<file path="config.mk">
export PLATFORM = sky130hd
export DESIGN_NAME = instr_fetch_unit
export DESIGN_NICKNAME = d
export VERILOG_FILES = /design/src/rtl/instr_fetch_unit.sv
export SDC_FILE = /design/constraint.sdc
export NUM_CORES = 1
export LEC_CHECK = 0
export ABC_AREA = 0
export ABC_CLOCK_PERIOD_IN_PS = 4800
export CAP_MARGIN = 20
export CORE_MARGIN = 10
export CORE_UTILIZATION = 41
export CTS_BUF_LIST = sky130_fd_sc_hd__clkbuf_8
export DETAILED_ROUTE_END_ITERATION = 12
export DONT_BUFFER_PORTS = 1
export MAX_ROUTING_LAYER = met4
export REMOVE_ABC_BUFFERS = 1
export SYNTH_ARGS = -nofsm -noshare
export SYNTH_HDL_FRONTEND = slang
export SYNTH_SLANG_ARGS = --single-unit
</file>
<file path="constraint.sdc">
create_clock -name clk -period 4.8 [get_ports clk]
set_input_delay 0.48 -clock clk [delete_from_list [all_inputs] [get_ports clk]]
set_output_delay 0.48 -clock clk [all_outputs]
set_load 0.005 [all_outputs]
</file>
<file path="src/rtl/instr_fetch_unit.sv">
// Instruction fetch stage: owns the PC, issues imem word fetches under a
// credit limit, buffers returned words with their PCs, and handles redirects.
module instr_fetch_unit #(
  parameter logic [31:0] RESET_PC = 32'h0000_0000,
  parameter int          DEPTH    = 2
) (
  input  logic        clk,
  input  logic        rst_n,
  output logic        imem_req_valid,
  input  logic        imem_req_ready,
  output logic [31:0] imem_req_addr,
  input  logic        imem_rsp_valid,
  input  logic [31:0] imem_rsp_data,
  input  logic        redirect_valid,
  input  logic [31:0] redirect_pc,
  output logic        if_valid,
  input  logic        if_ready,
  output logic [31:0] IF_IR,
  output logic [31:0] if_pc
);

  localparam int CW = $clog2(DEPTH) + 1;
  localparam int PW = (DEPTH > 1) ? $clog2(DEPTH) : 1;
  localparam logic [31:0] NOP = 32'h0000_0013;

  logic [31:0]   fetch_pc_q, fetch_pc_d;
  logic [31:0]   rsp_pc_q, rsp_pc_d;
  logic [CW-1:0] inflight_q, inflight_d;
  logic [CW-1:0] drop_q, drop_d;
  logic [CW-1:0] count_q, count_d;
  logic [PW-1:0] rd_ptr_q, rd_ptr_d;
  logic [PW-1:0] wr_ptr_q, wr_ptr_d;
  logic          run_q;
  logic [63:0]   fifo_q [DEPTH];

  logic          req_fire;
  logic          push;
  logic          pop;
  logic [CW:0]   used;
  logic [31:0]   target_pc;
  logic          redirect_lsb_unused;

  function automatic logic [PW-1:0] ptr_inc(input logic [PW-1:0] p);
    return (p == PW'(DEPTH - 1)) ? '0 : p + PW'(1);
  endfunction

  assign redirect_lsb_unused = ^redirect_pc[1:0];
  assign target_pc = {redirect_pc[31:2], 2'b00};

  // Credits cover both words still in imem and words waiting in the FIFO.
  assign used = {1'b0, inflight_q} + {1'b0, count_q};
  assign imem_req_valid = run_q && !redirect_valid
                       && (used < (CW+1)'(DEPTH));
  assign imem_req_addr = fetch_pc_q;
  assign req_fire = imem_req_valid && imem_req_ready;

  assign if_valid = (count_q != '0);
  assign pop = if_valid && if_ready;
  assign push = imem_rsp_valid && (drop_q == '0) && !redirect_valid;

  assign IF_IR = if_valid ? fifo_q[rd_ptr_q][31:0] : NOP;
  assign if_pc = if_valid ? fifo_q[rd_ptr_q][63:32] : rsp_pc_q;

  always_comb begin
    fetch_pc_d = fetch_pc_q;
    rsp_pc_d   = rsp_pc_q;
    inflight_d = inflight_q;
    drop_d     = drop_q;
    count_d    = count_q;
    rd_ptr_d   = rd_ptr_q;
    wr_ptr_d   = wr_ptr_q;

    if (req_fire) begin
      inflight_d = inflight_d + CW'(1);
      fetch_pc_d = fetch_pc_q + 32'd4;
    end

    if (imem_rsp_valid) begin
      inflight_d = inflight_d - CW'(1);
      if (drop_q != '0)
        drop_d = drop_q - CW'(1);
    end

    if (push) begin
      rsp_pc_d = rsp_pc_q + 32'd4;
      wr_ptr_d = ptr_inc(wr_ptr_q);
      count_d  = count_d + CW'(1);
    end

    if (pop) begin
      rd_ptr_d = ptr_inc(rd_ptr_q);
      count_d  = count_d - CW'(1);
    end

    // Everything still outstanding after this cycle belongs to the old path.
    if (redirect_valid) begin
      fetch_pc_d = target_pc;
      rsp_pc_d   = target_pc;
      count_d    = '0;
      rd_ptr_d   = '0;
      wr_ptr_d   = '0;
      drop_d     = inflight_d;
    end
  end

  always_ff @(posedge clk) begin
    if (!rst_n) begin
      fetch_pc_q <= RESET_PC;
      rsp_pc_q   <= RESET_PC;
      inflight_q <= '0;
      drop_q     <= '0;
      count_q    <= '0;
      rd_ptr_q   <= '0;
      wr_ptr_q   <= '0;
      run_q      <= 1'b0;
    end else begin
      fetch_pc_q <= fetch_pc_d;
      rsp_pc_q   <= rsp_pc_d;
      inflight_q <= inflight_d;
      drop_q     <= drop_d;
      count_q    <= count_d;
      rd_ptr_q   <= rd_ptr_d;
      wr_ptr_q   <= wr_ptr_d;
      run_q      <= 1'b1;
    end
  end

  always_ff @(posedge clk) begin
    if (push)
      fifo_q[wr_ptr_q] <= {rsp_pc_q, imem_rsp_data};
  end

  a_rsp_credit: assert property (@(posedge clk) disable iff (!rst_n)
    imem_rsp_valid |-> (inflight_q != '0));

endmodule

</file>
; ---- Yosys cells after proc, flatten, opt, wreduce, memory -nomap -nowiden
; Memories as Yosys holds them, arrays and structs flattened. A register that Yosys moved wholly into a read port is not among the register bits.
; Index checks and enable logic that the tools add are counted.
[op_classes]
reduce_logical = 16
order_cmp = 1
addsub = 10
bitwise = 1
n_mux = 20
[op_table]
columns = operator, count
row1 = 2-to-1 mux 32 bit, 6
row2 = "adder 32 x 3 -> 32 bit, second input constant", 2
row3 = 2-to-1 mux 2 bit, 7
row4 = nonzero test 2 bit, 6
row5 = 2-to-1 mux 1 bit, 7
row6 = logical AND 1 bit, 6
row7 = "subtractor 2 x 1 -> 2 bit, second input constant", 3
row8 = "adder 2 x 1 -> 2 bit, second input constant", 2
row9 = adder 2 x 2 -> 3 bit, 1
row10 = "less-than comparator 3 x 2 -> 1 bit, second input constant", 1
row11 = "adder 1 bit, second input constant", 2
row12 = zero test 2 bit, 1
row13 = AND reduction 2 bit, 1
row14 = OR reduction 2 bit, 1
row15 = zero test 1 bit, 1
row16 = NOT 1 bit, 1
[word_totals]
mem_count = 1
wordCells = 59
reg_bits = 73
ram_bits = 128
input_bits = 70
output_inout_bits = 98
[mem_list]
columns = name, words, word_bits, rd, rd_ports_with_merged_regs, wr, line_no
row1 = fifo_q, 2, 64, 1, 1, 1, 34  ; logic [63:0] fifo_q [DEPTH];

; ---- Longest topological paths before layout
[logic_depth]
ltp_word = 8
ltp_mapped = 8
depth_no_buf = 7

; ---- Worst setup path before layout
; Ideal clock, no wire load.
[synth_path]
kind = flip-flop to flip-flop
from = register drop_q[0]
to = memory fifo_q[0][0], enable pin
arrival_ns = 3.346
period_less_slack_ns = 3.828
path_buffers = 0
path_slack_ns = 0.972
stages_incl_launch_ff = 5
t_required_ns = 4.318
cell_sequence = dfxtp_1 > inv_1 > ha_1 > nand3b_1 > nor2_1
[synth_between]
elab_chain_len = 5
[synth_rtl]
columns = element, line_no
row1 = "start, declared", 29  ; logic [CW-1:0] drop_q, drop_d;
row2 = "start signal, assigned", 120  ; drop_q <= drop_d;
row3 = zero test 2 bit, 59  ; assign push = imem_rsp_valid && (drop_q == '0) && !redirect_valid;
row4 = logical AND 1 bit (2 in series), 59
row5 = 2-to-1 mux 1 bit, 129  ; if (push)
row6 = 2-to-1 mux 1 bit (implied by the code), 130  ; fifo_q[wr_ptr_q] <= {rsp_pc_q, imem_rsp_data};
row7 = "end, declared", 34
; No other way between the ends.

; ---- Final worst setup path
[layout_path]
from = register count_q[0]
to = register fetch_pc_q[30] (netlist: imem_req_addr[30])
[layout_between]
elab_chain_len = 5
[layout_rtl]
columns = element, line_no
row1 = "start, declared", 30  ; logic [CW-1:0] count_q, count_d;
row2 = "start signal, assigned", 121  ; count_q <= count_d;
row3 = adder 2 x 2 -> 3 bit, 51  ; assign used = {1'b0, inflight_q} + {1'b0, count_q};
row4 = less-than comparator 3 x 2 -> 1 bit, 53  ; && (used < (CW+1)'(DEPTH));
row5 = logical AND 1 bit, 53
row6 = named net imem_req_valid, 9  ; output logic imem_req_valid,
row7 = logical AND 1 bit, 55  ; assign req_fire = imem_req_valid && imem_req_ready;
row8 = nonzero test 2 bit (no source line), --
row9 = "end signal, assigned", 117  ; fetch_pc_q <= fetch_pc_d;
row10 = "end, declared", 26  ; logic [31:0] fetch_pc_q, fetch_pc_d;
; The timed path passes the listed nets, and every way through them passes these cells.
; A chain may end at the register's enable or synchronous reset.

==> impl_metrics.py <==
metrics = {
    "timing": {
        "hold_viol": 0,
        "period_minus_slack_ps": 2980,
        "tightest_slew_ps": 1130,
        "maxSlewViolCount": 0,
        "rsz0062_at_grt": "false",
        "finalClockSkew_ps": 16.9,
        "fin_tns_setup_ps": 0,
        "relSlewSlack": 0.237,
        "fin_hold_ws_ps": 110,
        "final-setup-viol-count": 0,
        "fmax_ghz": 0.335,
        "fin_crit_sh": 0.622,
    },
    "synth": {
        "ys_seq_elements": 194,
        "yosysSeqAreaShare": 0.605,
        "synth_xor_area_frac": 0.0517,
        "avgSynthCellArea_sq_um": 11.4,
        "async_flop_share": 0,
        "synthCells": 746,
        "synthFlopType": "edfxtp_1",
        "synthesis.area_sq_um": 8470,
        "yosysTopAreaCell": "edfxtp_1",
        "synth_compound_area_frac": 0.0920,
        "synth_top_family_by_area": "simple AND/OR/NAND/NOR gates",
        "synth_fa_ha_area_frac": 0.00827,
        "synth.top_cell.area_share": 0.439,
        "synth-simple-area-share": 0.139,
        "synth_cell_types": 53,
        "synth_area_leaders": "edfxtp_1 (44%), dfxtp_1 (17%), mux2i_1 (7.7%)",
        "synth_edf_count": 124,
        "synthMuxAreaShare": 0.0794,
        "yosysWarnings": 0,
    },
    "worst_setup_path": {
        "worstReg2RegStart": "count_q[0]$_SDFF_PP0_",
        "endpoint_kind": "flop",
        "timing.critical_path.to": "imem_req_addr[30]$_SDFFE_PN0P_",
        "startpoint": "count_q[0]$_SDFF_PP0_",
        "r2r_end": "imem_req_addr[30]$_SDFFE_PN0P_",
        "r2r_cells": 7,
        "start_kind": "flop",
        "r2r_setup_slack_ps": 1820,
        "required_ps": 5150,
        "cp_data_arrival_time_ps": 3330,
        "crit_fanout": 11,
        "crit_type": "reg -> reg",
    },
    "cells_and_area": {
        "final_util": 0.451,
        "finalNonFillerCells": 1021,
        "areaGrowthSynthToFinish_pct": 8.12,
        "drive_gt1_frac": 0.0668,
        "final_cell_area_sq_um": 9160,
        "fill_cells": 1960,
        "nNetsFinal": 811,
    },
    "cts": {
        "clock-sinks": 194,
        "cts_buffer_depth": 2,
        "postCtsSetupRepairBufs": 0,
        "cts-buffers-inserted": 17,
        "clock_latency_ps": 450,
        "post_cts_resized": 0,
        "clk_pin_slew_ps": 100,
        "htreeDepth": 4,
        "clock-root-buffer": "clkbuf_8",
        "cts_tree": "built",
    },
    "power_and_ir_drop": {
        "max-vdd-ir-drop_mv": 0.203,
        "p_leak_nw": 2.84,
        "powerDensity_nw_per_um2": 356,
    },
    "outcome": {
        "outcome": "finished, final reports clean",
    },
    "place": {
        "gp_congestion": 0.837,
        "io_buffers": 0,
        "dpl_cell_area_sq_um": 8720,
        "hpwl_mm": 15.1,
        "dp.cells": 985,
    },
    "grt": {
        "grt_pass1_wl_mm": 32.3,
        "antenna_found_initial": 1,
        "grt_max_degree": 91,
        "grt_pass1_vias": 5483,
        "globalRouteTotalUtil": 0.160,
        "grt_overflow": 0,
    },
    "route": {
        "wl_per_cell_um": 20.8,
        "dr_wl_met2_mm": 10.3,
        "vias": 5603,
        "wl_met3_mm": 1.95,
        "routed_via_density": 5.49,
        "top_layer": "met4",
        "routed_wl_mm": 21.2,
        "ant_nets": 0,
        "drt_iter0_drc": 364,
        "dr.pass1.iters": 5,
        "drc": 0,
        "drt-met1-wl_mm": 8.76,
    },
    "floorplan": {
        "rows": 52,
        "die_w_um": 164,
        "die-area_sq_um": 26800,
        "initial_utilization": 0.417,
        "io_pins": 168,
        "fp.dieH_um": 164,
        "coreArea_sq_um": 20300,
    },
    "job": {
        "cap_viol_max_count": 0,
    },
    "hold_path": {
        "whs_path_depth": 1,
        "hp-class": "in -> reg",
    },
}
layer usage:
metal  GRT usage  vias to the layer above
met5           -                        -
met4      0.0378                        0
met3      0.0596                        8
met2       0.251                      182
met1       0.193                     2697
li1            -                     2716
synth_stat cells, types with 4 or more instances:
master	number
nor2_1	58
nand4_1	16
nand2_1	68
o21ai_0	62
nor3_1	9
clkbuf_1	34
mux2i_1	65
xor2_1	18
and3_1	7
xnor2_1	32
dfxtp_1	70
a21oi_1	52
ha_1	4
nor4_1	15
and2_1	7
buf_4	4
nand3_1	33
edfxtp_1	124
a31oi_1	6
inv_1	11
and4_1	5
state kept, by name (all words and copies together), names as in the netlist, named ones only:
| register | count |
|---|---|
| count_q | 2 |
| drop_q | 2 |
| fifo_q | 124 |
| imem_req_addr | 30 |
| inflight_q | 2 |
| rd_ptr_q | 1 |
| rsp_pc_q | 30 |
| run_q | 1 |
| wr_ptr_q | 1 |
layout make-up:
| cell class | instances | area, sq um | area share |
|---|---|---|---|
| Inverter | 12 | 45.0 | 0.00492 |
| Clock buffer | 19 | 262 | 0.0285 |
| Clock inverter | 13 | 135 | 0.0148 |
| Timing Repair Buffer | 7 | 75.1 | 0.00819 |
| Multi-Input combinational cell | 504 | 3170 | 0.346 |
| Tap cell | 270 | 338 | 0.0369 |
| Antenna cell | 2 | 5.00 | 0.000546 |
| Sequential cell | 194 | 5130 | 0.560 |
worst min path at each step:
stage	from	slack, ps	to
2_1_floorplan	rsp_pc_q[6]$_SDFFE_PN0P_	470	fifo_q[0][38]$_DFFE_PP_
3_3_place_gp	rd_ptr_q$_SDFFE_PP0P_	480	flop
3_5_place_dp	rd_ptr_q$_SDFFE_PP0P_	490	rd_ptr_q$_SDFFE_PP0P_
4_1_cts	rst_n	10	run_q$_DFF_P_
5_1_grt	imem_rsp_data[13]	80	fifo_q[1][13]$_DFFE_PP_
6_report	redirect_valid	110	drop_q[0]$_SDFFE_PN0P_
logic make-up after synthesis:
kind of cell | after synthesis
buffers and inverters | 51
adders and majority gates | 5
DFF | 194
and+or+nand+nor | 237
other | 1
xor gates and xnor gates | 50
AOI/OAI and AO/OA | 141
muxes | 67
worst max-delay path: stages, from the launching register on:
cell	delay (ps)
dfxtp_1	380
and2_1	160
fa_1	450
nor4b_4	430
nand2_1	380
or4_4	670
mux2i_1	150
nor4b_1	270
through the flow:
step	setup WS, ps	total power, mW
after detailed placement	1800	2.26
after global placement	1840	2.25
after global routing	1640	3.41
after CTS	1780	3.30
final	1820	3.26
after floorplan	972	2.16
power breakdown:
part	internal [mW]	switching, mW	total [mW]
clock network	0.491	0.554	1.04
logic	0.0975	0.174	0.271
registers	1.86	0.0841	1.94
total	2.45	0.811	3.26
placed cells by master (no fill, tap or decap), types with 3 or more instances in the layout:
cell      instances
inv_1            13
nand2b_1          3
clkinv_4          4
buf_4             5
xnor2_1          32
and4_1            5
o21ai_0          62
nor2_1           57
edfxtp_1        124
xor2_1           18
clkbuf_8         19
nand2_1          68
ha_1              3
o21a_1            3
a211oi_1          3
a21oi_1          52
nand3_1          33
nor4_1           15
nand4_1          16
nor3_1            9
and3_1            7
conb_1            4
a31oi_1           6
mux2i_1          65
and2_1            6
clkinv_2          3
or2_2             3
dfxtp_1          69
what timing repair did:
item	CTS	global route
endpoints found under the setup margin	0	0
hold buffers	0	1
hold endpoints to repair	0	1
Note: power is estimated with default switching activity, not from simulation.
